## src/rtl/skew_addr_gen.sv

```systemverilog
// skew_addr_gen: per-lane tile address sequencer with optional systolic diagonal skew.
module skew_addr_gen #(
  parameter int ARRAY_DIM = 16,
  parameter int ADDR_W = 8,
  parameter int CNT_W = 5
) (
  input  logic                        clk,
  input  logic                        reset,
  input  logic                        active,
  input  logic [ADDR_W-1:0]           base_addr,
  input  logic [CNT_W-1:0]            num_row,
  input  logic [CNT_W-1:0]            num_col,
  input  logic [ADDR_W-1:0]           stride,
  input  logic                        skew_en,
  input  logic                        stall,
  output logic [ARRAY_DIM*ADDR_W-1:0] out_addr,
  output logic [ARRAY_DIM-1:0]        out_valid,
  output logic                        busy,
  output logic                        done
);
  localparam int TW = CNT_W + 1;
  typedef enum logic [1:0] {IDLE, RUN, DONE} state_t;
  state_t state_q, state_d;
  logic [ADDR_W-1:0] base_q, base_d, stride_q, stride_d;
  logic [CNT_W-1:0] rows_q, rows_d, cols_q, cols_d, rows_in, cols_in;
  logic skew_q, skew_d, busy_q, busy_d, done_q, done_d, start;
  logic [TW-1:0] t_q, t_d, step, total, off, r;
  logic [ARRAY_DIM*ADDR_W-1:0] addr_q, addr_d, lane_addr;
  logic [ARRAY_DIM-1:0] valid_q, valid_d, lane_valid;
  assign out_addr = addr_q;
  assign out_valid = valid_q;
  assign busy = busy_q;
  assign done = done_q;
  // Lane values for the step about to be presented; in IDLE they come straight from the inputs being latched.
  always_comb begin
    start = (state_q == IDLE) && active;
    rows_in = (num_row > CNT_W'(ARRAY_DIM)) ? CNT_W'(ARRAY_DIM) : num_row;
    cols_in = (num_col > CNT_W'(ARRAY_DIM)) ? CNT_W'(ARRAY_DIM) : num_col;
    base_d = start ? base_addr : base_q;
    stride_d = start ? stride : stride_q;
    rows_d = start ? rows_in : rows_q;
    cols_d = start ? cols_in : cols_q;
    skew_d = start ? skew_en : skew_q;
    total = TW'(rows_q) + ((skew_q && cols_q != '0) ? TW'(cols_q) - TW'(1) : TW'(0));
    step = start ? '0 : t_q;
    off = '0;
    r = '0;
    lane_valid = '0;
    lane_addr = '0;
    for (int i = 0; i < ARRAY_DIM; i++) begin
      off = skew_d ? TW'(i) : '0;
      r = step - off;
      lane_valid[i] = (CNT_W'(i) < cols_d) && (step >= off) && (r < TW'(rows_d));
      lane_addr[i*ADDR_W +: ADDR_W] = lane_valid[i] ? base_d + ADDR_W'(r) * stride_d + ADDR_W'(i) : '0;
    end
  end
  always_comb begin
    state_d = state_q;
    t_d = t_q;
    addr_d = addr_q;
    valid_d = valid_q;
    done_d = 1'b0;
    if (start) begin
      state_d = (rows_in == '0 || cols_in == '0) ? DONE : RUN;
      done_d = (state_d == DONE);
      t_d = TW'(1);
      addr_d = (state_d == DONE) ? '0 : lane_addr;
      valid_d = (state_d == DONE) ? '0 : lane_valid;
    end else if (state_q == RUN && !stall) begin
      state_d = (t_q == total) ? DONE : RUN;
      done_d = (state_d == DONE);
      t_d = t_q + TW'(1);
      addr_d = (state_d == DONE) ? '0 : lane_addr;
      valid_d = (state_d == DONE) ? '0 : lane_valid;
    end else if (state_q == DONE) begin
      state_d = IDLE;
      t_d = '0;
    end
    busy_d = (state_d != IDLE);
  end
  always_ff @(posedge clk) begin
    if (reset) begin
      state_q <= IDLE;
      t_q <= '0;
      addr_q <= '0;
      valid_q <= '0;
      busy_q <= 1'b0;
      done_q <= 1'b0;
      base_q <= '0;
      stride_q <= '0;
      rows_q <= '0;
      cols_q <= '0;
      skew_q <= 1'b0;
    end else begin
      state_q <= state_d;
      t_q <= t_d;
      addr_q <= addr_d;
      valid_q <= valid_d;
      busy_q <= busy_d;
      done_q <= done_d;
      base_q <= base_d;
      stride_q <= stride_d;
      rows_q <= rows_d;
      cols_q <= cols_d;
      skew_q <= skew_d;
    end
  end
endmodule

```

## config.mk

```make
export PLATFORM = sky130hd
export DESIGN_NAME = skew_addr_gen
export DESIGN_NICKNAME = d
export VERILOG_FILES = /design/src/rtl/skew_addr_gen.sv
export SDC_FILE = /design/constraint.sdc
export NUM_CORES = 1
export LEC_CHECK = 0
export BUFFER_PORTS_ARGS = -buffer_cell sky130_fd_sc_hd__buf_2
export CORE_MARGIN = 2
export CORE_UTILIZATION = 60
export CTS_CLUSTER_SIZE = 24
export DETAILED_ROUTE_END_ITERATION = 7
export GPL_TIMING_DRIVEN = 0
export PLACE_DENSITY = 0.8
export SLEW_MARGIN = 20
export SYNTH_ARGS = -nofsm -noshare
export SYNTH_HDL_FRONTEND = slang
export SYNTH_SLANG_ARGS = --single-unit
```

## constraint.sdc

```tcl
create_clock -name clk -period 21.4 [get_ports clk]
set_input_delay 5.35 -clock clk [delete_from_list [all_inputs] [get_ports clk]]
set_output_delay 5.35 -clock clk [all_outputs]
set_load 0.005 [all_outputs]
```

==> results of run 1 <==
[layout make-up]
class	count	area (um2)
multi-input combinational	2044	17900
fill	3243	12900
sequential	181	3620
inverter	457	1720
timing repair buffer	181	938
tap	518	648
buffer	124	542
clock buffer	19	443
clock inverter	12	98.8
antenna	1	2.50
[metal layers]
metal  vias to the layer above  global-route usage [%]  part of all wire [%]
met3                       310                    8.81                   9.7
met1                     10000                    53.8                    40
met5                         -                       0                     0
met2                      1246                    65.9                    44
met4                         0                    25.5                   6.6
li1                       9368                       -                     -
[power by group through the flow]
stage	sequential [uW]	clock, uW	combinational (uW)
2_1_floorplan	368	0	1220
3_3_place_gp	369	0	1620
3_5_place_dp	371	0	1670
4_1_cts	363	316	1690
5_1_grt	364	327	1890
6_report	364	320	1730
[flip-flops by register name, summed over array words and instances, names as in the netlist]
name	cells
out_addr	128
out_valid	16
base_q	8
stride_q	8
t_q	6
cols_q	5
rows_q	5
state_q	2
busy	1
done	1
skew_q	1
[how the worst max path moves through the flow]
stage,endpoint,slack [ps]
after floorplan,out_addr[119],9470
after global placement,out_addr[119],7010
after detailed placement,out_addr[79],8570
after CTS,out_addr[79],9070
after global routing,out_addr[111],8730
final,out_addr[79],8810
[cell usage in the layout (no fill, tap or decap), types with 5 or more instances in the layout]
cell type  Yosys  final
nor3_1        16     16
buf_4          2      6
ha_1         269    269
xnor3_1       11     11
buf_6          6      6
a22oi_1       31     31
a21oi_1      187    185
nor2b_1       24     24
nand2b_1      19     19
xor2_1        53     53
a32oi_1        5      5
or2_2          5      5
o21ai_1        9      9
o21ai_0       46     46
dfxtp_1      181    181
clkbuf_1      92     90
fa_1         272    272
nand3_1       99     99
mux2i_1       21     14
nor2_1       216    215
buf_2         16    192
a31oi_1        6      6
clkbuf_16      0     17
nand3b_1      11     11
xnor2_1      188    188
or3_1          5      5
o31ai_1        5      5
nand4_1        6      6
o21a_1        10     10
and3_1        19     19
inv_1        454    454
buf_1          8      8
nor3b_1        7      7
and2_1        27     27
nand2_1      313    313
a21o_1        79     79
o211ai_1       6      6
[kinds of logic (layout without fill, tap and decap cells)]
kind of cell / count (synthesis) / in the layout
AOI/OAI and AO/OA: 433 / 433
xor gates and xnor gates: 253 / 253
adders and majority gates: 541 / 541
buffers and inverters: 581 / 793
DFF: 181 / 181
muxes: 23 / 23
other: 0 / 1
and+or+nand+nor: 794 / 794
[worst max-delay path, delay by kind of cell]
family,cells,cell delay [ps]
AO/OA/AOI/OAI,4,800
XOR/XNOR,3,880
adder cells (fa/ha/maj),5,2180
buffers and inverters,10,2790
multiplexers,1,390
AND/OR/NAND/NOR,2,530
[metrics by stage]
stage	util [%]	hold slack (ps)	cell area [um2]	instances
floorplan	-	445	23700	2806
global placement	64.9	435	25200	3500
detailed placement	65.3	443	25300	3505
CTS	66.7	453	25900	3536
global route	66.7	470	25900	3536
finish	66.7	455	25900	3537
==> flow_metrics.tcl, run 1 <==
set metrics [dict create \
    status "finished clean" \
    die_w_um 203 \
    hold_viol 0 \
    die_height_um 203 \
    reg2reg_slack_ps 13330 \
    total_power_uw 2410 \
    slew_headroom_pct 17.8 \
    clk_pin_slew_worst_paths_ps 80 \
    finalWeightedCongestion 1.03 \
    period_minus_slack_ps 12590 \
    post-route-period-util_pct 58.8 \
    internal_power_uw 1200 \
    cp-startpoint "active" \
    grt_pass1_wl_um 128000 \
    synth_most_common_cell "inv_1" \
    holdCritPathClass "reg -> reg" \
    drt_iter0_markers 2006 \
    rr_endpoint "out_addr[79]" \
    netlist_area_mm2 0.0237 \
    synth_top_area_cell "fa_1" \
    clock_skew_ps 29.6 \
    max_stage_delay_ps 690 \
    place_ws_ps 8570 \
    synth_nets 3378 \
    synth_xor_area_share_pct 10.0 \
    hpwl_um 70000 \
    finalSetupViolations 0 \
    synth_seq_area_share_pct 15.3 \
    start_util_pct 61.0 \
    hold_depth 2 \
    cp_data_required_time_ps 21740 \
    vias 21000 \
    drv_cap 0 \
    synth_common_cells "inv_1, nand2_1, fa_1" \
    globalRouteOverflowTotal 0 \
    crit_slowest_cell "clkbuf_1" \
    min_from "out_addr[3]" \
    synth_top_flop_cell "dfxtp_1" \
    rsz0062_at_grt "false" \
    synth.area.mux_share_pct 0.982 \
    ff2ff_path_depth 25 \
    ys_seq_elements 181 \
    tightest_slew_ps 1200 \
    p_seq_share_pct 15.1 \
    hold_buffers 0 \
    synth_top_family_by_area "adder cells" \
    cp_data_arrival_time_ps 12920 \
    rows 72 \
    cp-end-kind "flop" \
    hold_end "out_addr[3]" \
    yosys.area_share.simple_pct 15.3 \
    start_kind "input pin" \
    syn_inst 2806 \
    cts_buffers 17 \
    power_leakage_uw 0.0125 \
    yosys_warnings 0 \
    finalSetupTns_ps 0 \
    clk_path_buf_depth 2 \
    maxSlewViolCount 0 \
    synthTopCellsByArea "fa_1, dfxtp_1, ha_1" \
    avgRoutedWirePerCell_um 24.0 \
    grt_max_degree 18 \
    cts_tree "built" \
    synth_async_sr_flop_share_pct 0 \
    ctsResizeCount 0 \
    antenna_found_initial 0 \
    synth_fa_ha_area_share_pct 37.2 \
    post_cts_buffers 0 \
    synth_top_area_share_pct 23.0 \
    core_mm2 0.0388 \
    synth_edf_count 0 \
    syn_to_final_growth_pct 9.34 \
    gr-usage-all-layers_pct 42.1 \
    vdd.ir_drop.worst_uv 66.4 \
    drc_errors 0 \
    syn_area_per_cell_um2 8.44 \
    p_switching_uw 1210 \
    wirelength_um 85100 \
    synth_cell_types 86 \
    layout_setup_ws_ps 8810 \
    htreeDepth 4 \
    dr.pass1.iters 6 \
    pin_count 177 \
    ant_nets 0 \
    synth_compound_area_share_pct 11.7 \
    cts-root-buf "clkbuf_16" \
    pwr-share-clk_pct 13.3 \
    reg2reg_from "state_q[1]" \
    worst-setup-path-type "in -> reg" \
    power_frac_comb_pct 71.6 \
    p_sw_share_pct 50.3 \
    insertion_delay_ps 520 \
    port_buffers 176 \
    grt_pass1_vias 21100 \
    drive_above_1_share_pct 9.48 \
    critPathMaxFanout 10 \
    final_nets 3578 \
    viasPerCell 5.93 \
    die-area_mm2 0.0411 \
    p_per_area_mw_per_mm2 93.0 \
    cts_sinks 181 \
    max_freq_ghz 0.0795 \
]
No activity file was read; power rests on OpenSTA's default activity.
==> run 2: changes to the inputs <==
ABC_AREA = 1   (was default)
PLACE_DENSITY = 0.79   (was 0.8)
clock period = 12.7 ns   (was 21.4 ns; I/O delays follow)
==> run 2 against run 1 <==
Clock power rose by 82%. Cell count increased by 14%. Global-route usage increased by 2.1 points. Setup slack lost 6400 ps. Flip-flop and latch count unchanged. Register-to-register slack worse by 8600 ps. Hold slack better by 7.8 ps. Critical path type unchanged.
==> flow_metrics.tcl, run 2 <==
set metrics [dict create \
    max_freq_ghz 0.0973 \
    synth_most_common_cell "nand2_1" \
    tightest_slew_ps 1330 \
    syn_inst 3300 \
    hold_buffers 0 \
    status "finished clean" \
    yosys_warnings 0 \
    use_met2_pct 66.0 \
    rsz0062_at_grt "false" \
    crit_slowest_cell "clkbuf_1" \
    cts_tree "built" \
    worst-setup-path-type "in -> reg" \
    clk_pin_slew_worst_paths_ps 70 \
    drc_errors 0 \
    insertion_delay_ps 520 \
    wirelength_um 90800 \
    dr.pass1.iters 6 \
    drt_iter0_markers 2407 \
    ys_seq_elements 181 \
    cp-startpoint "active" \
    grtUsageMet3_pct 11.1 \
    use_met1_pct 59.0 \
    ctsResizeCount 0 \
    cpMostUsedCell "nand2_1" \
    start_kind "input pin" \
    synthTopCellsByArea "fa_1, dfxtp_1, ha_1" \
    critPathMaxFanout 10 \
    cp_data_required_time_ps 13060 \
    utilization_pct 66.8 \
    vias 23200 \
    grt_pass1_vias 22400 \
    ant_nets 0 \
    syn_area_per_cell_um2 7.38 \
    synth_top_area_cell "fa_1" \
    largest_register_ffs 128 \
    globalRouteOverflowTotal 0 \
    slew_headroom_pct 11.6 \
    die_height_um 205 \
    drive_above_1_share_pct 10.3 \
    placed_area_mm2 0.0260 \
    cts_sinks 181 \
    syn_to_final_growth_pct 9.45 \
    maxSlewViolCount 0 \
    reg2reg_from "state_q[1]" \
    antenna_found_initial 1 \
    netlist_area_mm2 0.0243 \
    cts-root-buf "clkbuf_16" \
    htreeDepth 4 \
    period_minus_slack_ps 10270 \
    gr-usage-all-layers_pct 44.2 \
    die-area_mm2 0.0422 \
    synth_nets 3872 \
    grt.busiest_layer "met2" \
    ff2ff_path_depth 27 \
    antenna_cells 0 \
    cp_data_arrival_time_ps 10640 \
    fill_cells 3473 \
    die_w_um 205 \
    grt_pass1_wl_um 135000 \
    reg2reg_slack_ps 4760 \
    synth_edf_count 0 \
    synth_top_area_share_pct 22.4 \
    synth_top_flop_cell "dfxtp_1" \
    core_mm2 0.0399 \
    rr_endpoint "out_addr[39]" \
    cp-end-kind "flop" \
    synth_seq_area_share_pct 14.9 \
    port_buffers 175 \
    finalWeightedCongestion 1.06 \
    avgRoutedWirePerCell_um 22.5 \
    grt_max_degree 20 \
    mostFrequentLayoutCells "nand2_1, inv_1, fa_1, ha_1, nor2_1" \
    clock_skew_ps 20.9 \
    viasPerCell 5.73 \
    vdd.ir_drop.worst_uv 223 \
    drv_cap 0 \
    rows 73 \
    postLayoutCellArea_mm2 0.0266 \
    holdCritPathClass "reg -> reg" \
    synth_async_sr_flop_share_pct 0 \
    crit_path_end "out_addr[39]" \
    start_util_pct 61.0 \
    finalSetupViolations 0 \
    hpwl_um 73500 \
    hold_viol 0 \
    max_stage_delay_ps 790 \
    finalSetupTns_ps 0 \
    clk_path_buf_depth 2 \
    synth_common_cells "nand2_1, inv_1, fa_1" \
    synth_cell_types 60 \
    post-route-period-util_pct 80.9 \
    post_cts_buffers 0 \
    p_per_area_mw_per_mm2 178 \
    power_leakage_uw 0.0135 \
    final_nets 4072 \
    pin_count 177 \
    layout_commonest_cell "nand2_1" \
    cts_buffers 17 \
]
==> run 2: worst max-delay path, delay by kind of cell <==
kind            cells  cell delay (ps)
buf+inv             8             2460
fa+ha+maj           5             2270
simple gates       12             1740
compound gates      4              780
xor+xnor            1              210
==> run 2: cells by family (layout without fill, tap and decap cells) <==
kind of cell / after synthesis / count (layout) / synth area share, %
AO/OA/AOI/OAI: 324 / 324 / 7.50
XOR/XNOR: 155 / 155 / 5.93
adder cells (fa/ha/maj): 541 / 541 / 36.2
buffers and inverters: 782 / 995 / 12.3
flip-flops: 181 / 181 / 14.9
AND/OR/NAND/NOR: 1317 / 1317 / 23.2
==> run 2: worst min-delay path by stage <==
stage	from	end	cells past startpoint
finish	out_addr[120]	out_addr[120]	2
CTS	out_addr[94]	out_addr[94]	2
global route	out_addr[94]	out_addr[94]	2
detailed placement	out_addr[94]	out_addr[94]	2
global placement	out_addr[2]	out_addr[2]	2
floorplan	out_addr[100]	out_addr[100]	2
==> run 2: per-stage QoR <==
step	hold slack [ps]	cells	worst slack, ps	total power (uW)
finish	463	4038	2430	4750
global route	481	4038	2200	5200
CTS	464	4038	2270	4670
detailed placement	452	4006	1740	4070
global placement	449	4000	48.7	3930
floorplan	461	3300	3380	3140
==> run 2: layout make-up <==
| cell class | count | area (um2) | share of cell area, % |
|---|---|---|---|
| buffer | 84 | 388 | 1.46 |
| clock buffer | 17 | 425 | 1.60 |
| clock inverter | 15 | 184 | 0.690 |
| inverter | 698 | 2620 | 9.84 |
| multi-input combinational | 2337 | 17800 | 66.7 |
| sequential | 181 | 3620 | 13.6 |
| tap | 525 | 657 | 2.47 |
| timing repair buffer | 181 | 976 | 3.66 |
==> run 2: power by group <==
part	switching, uW	leakage (uW)	internal, uW
Sequential	18.8	0.00147	600
Combinational	2220	0.0118	1330
Clock	298	0.000299	283
Total	2540	0.0135	2210
==> run 2: layer usage <==
metal / vias up / routed length, um
met3: 264 / 10300
li1: 10500 / -
met1: 11100 / 36700
met5: - / 10
met4: 2 / 5500
met2: 1342 / 38300
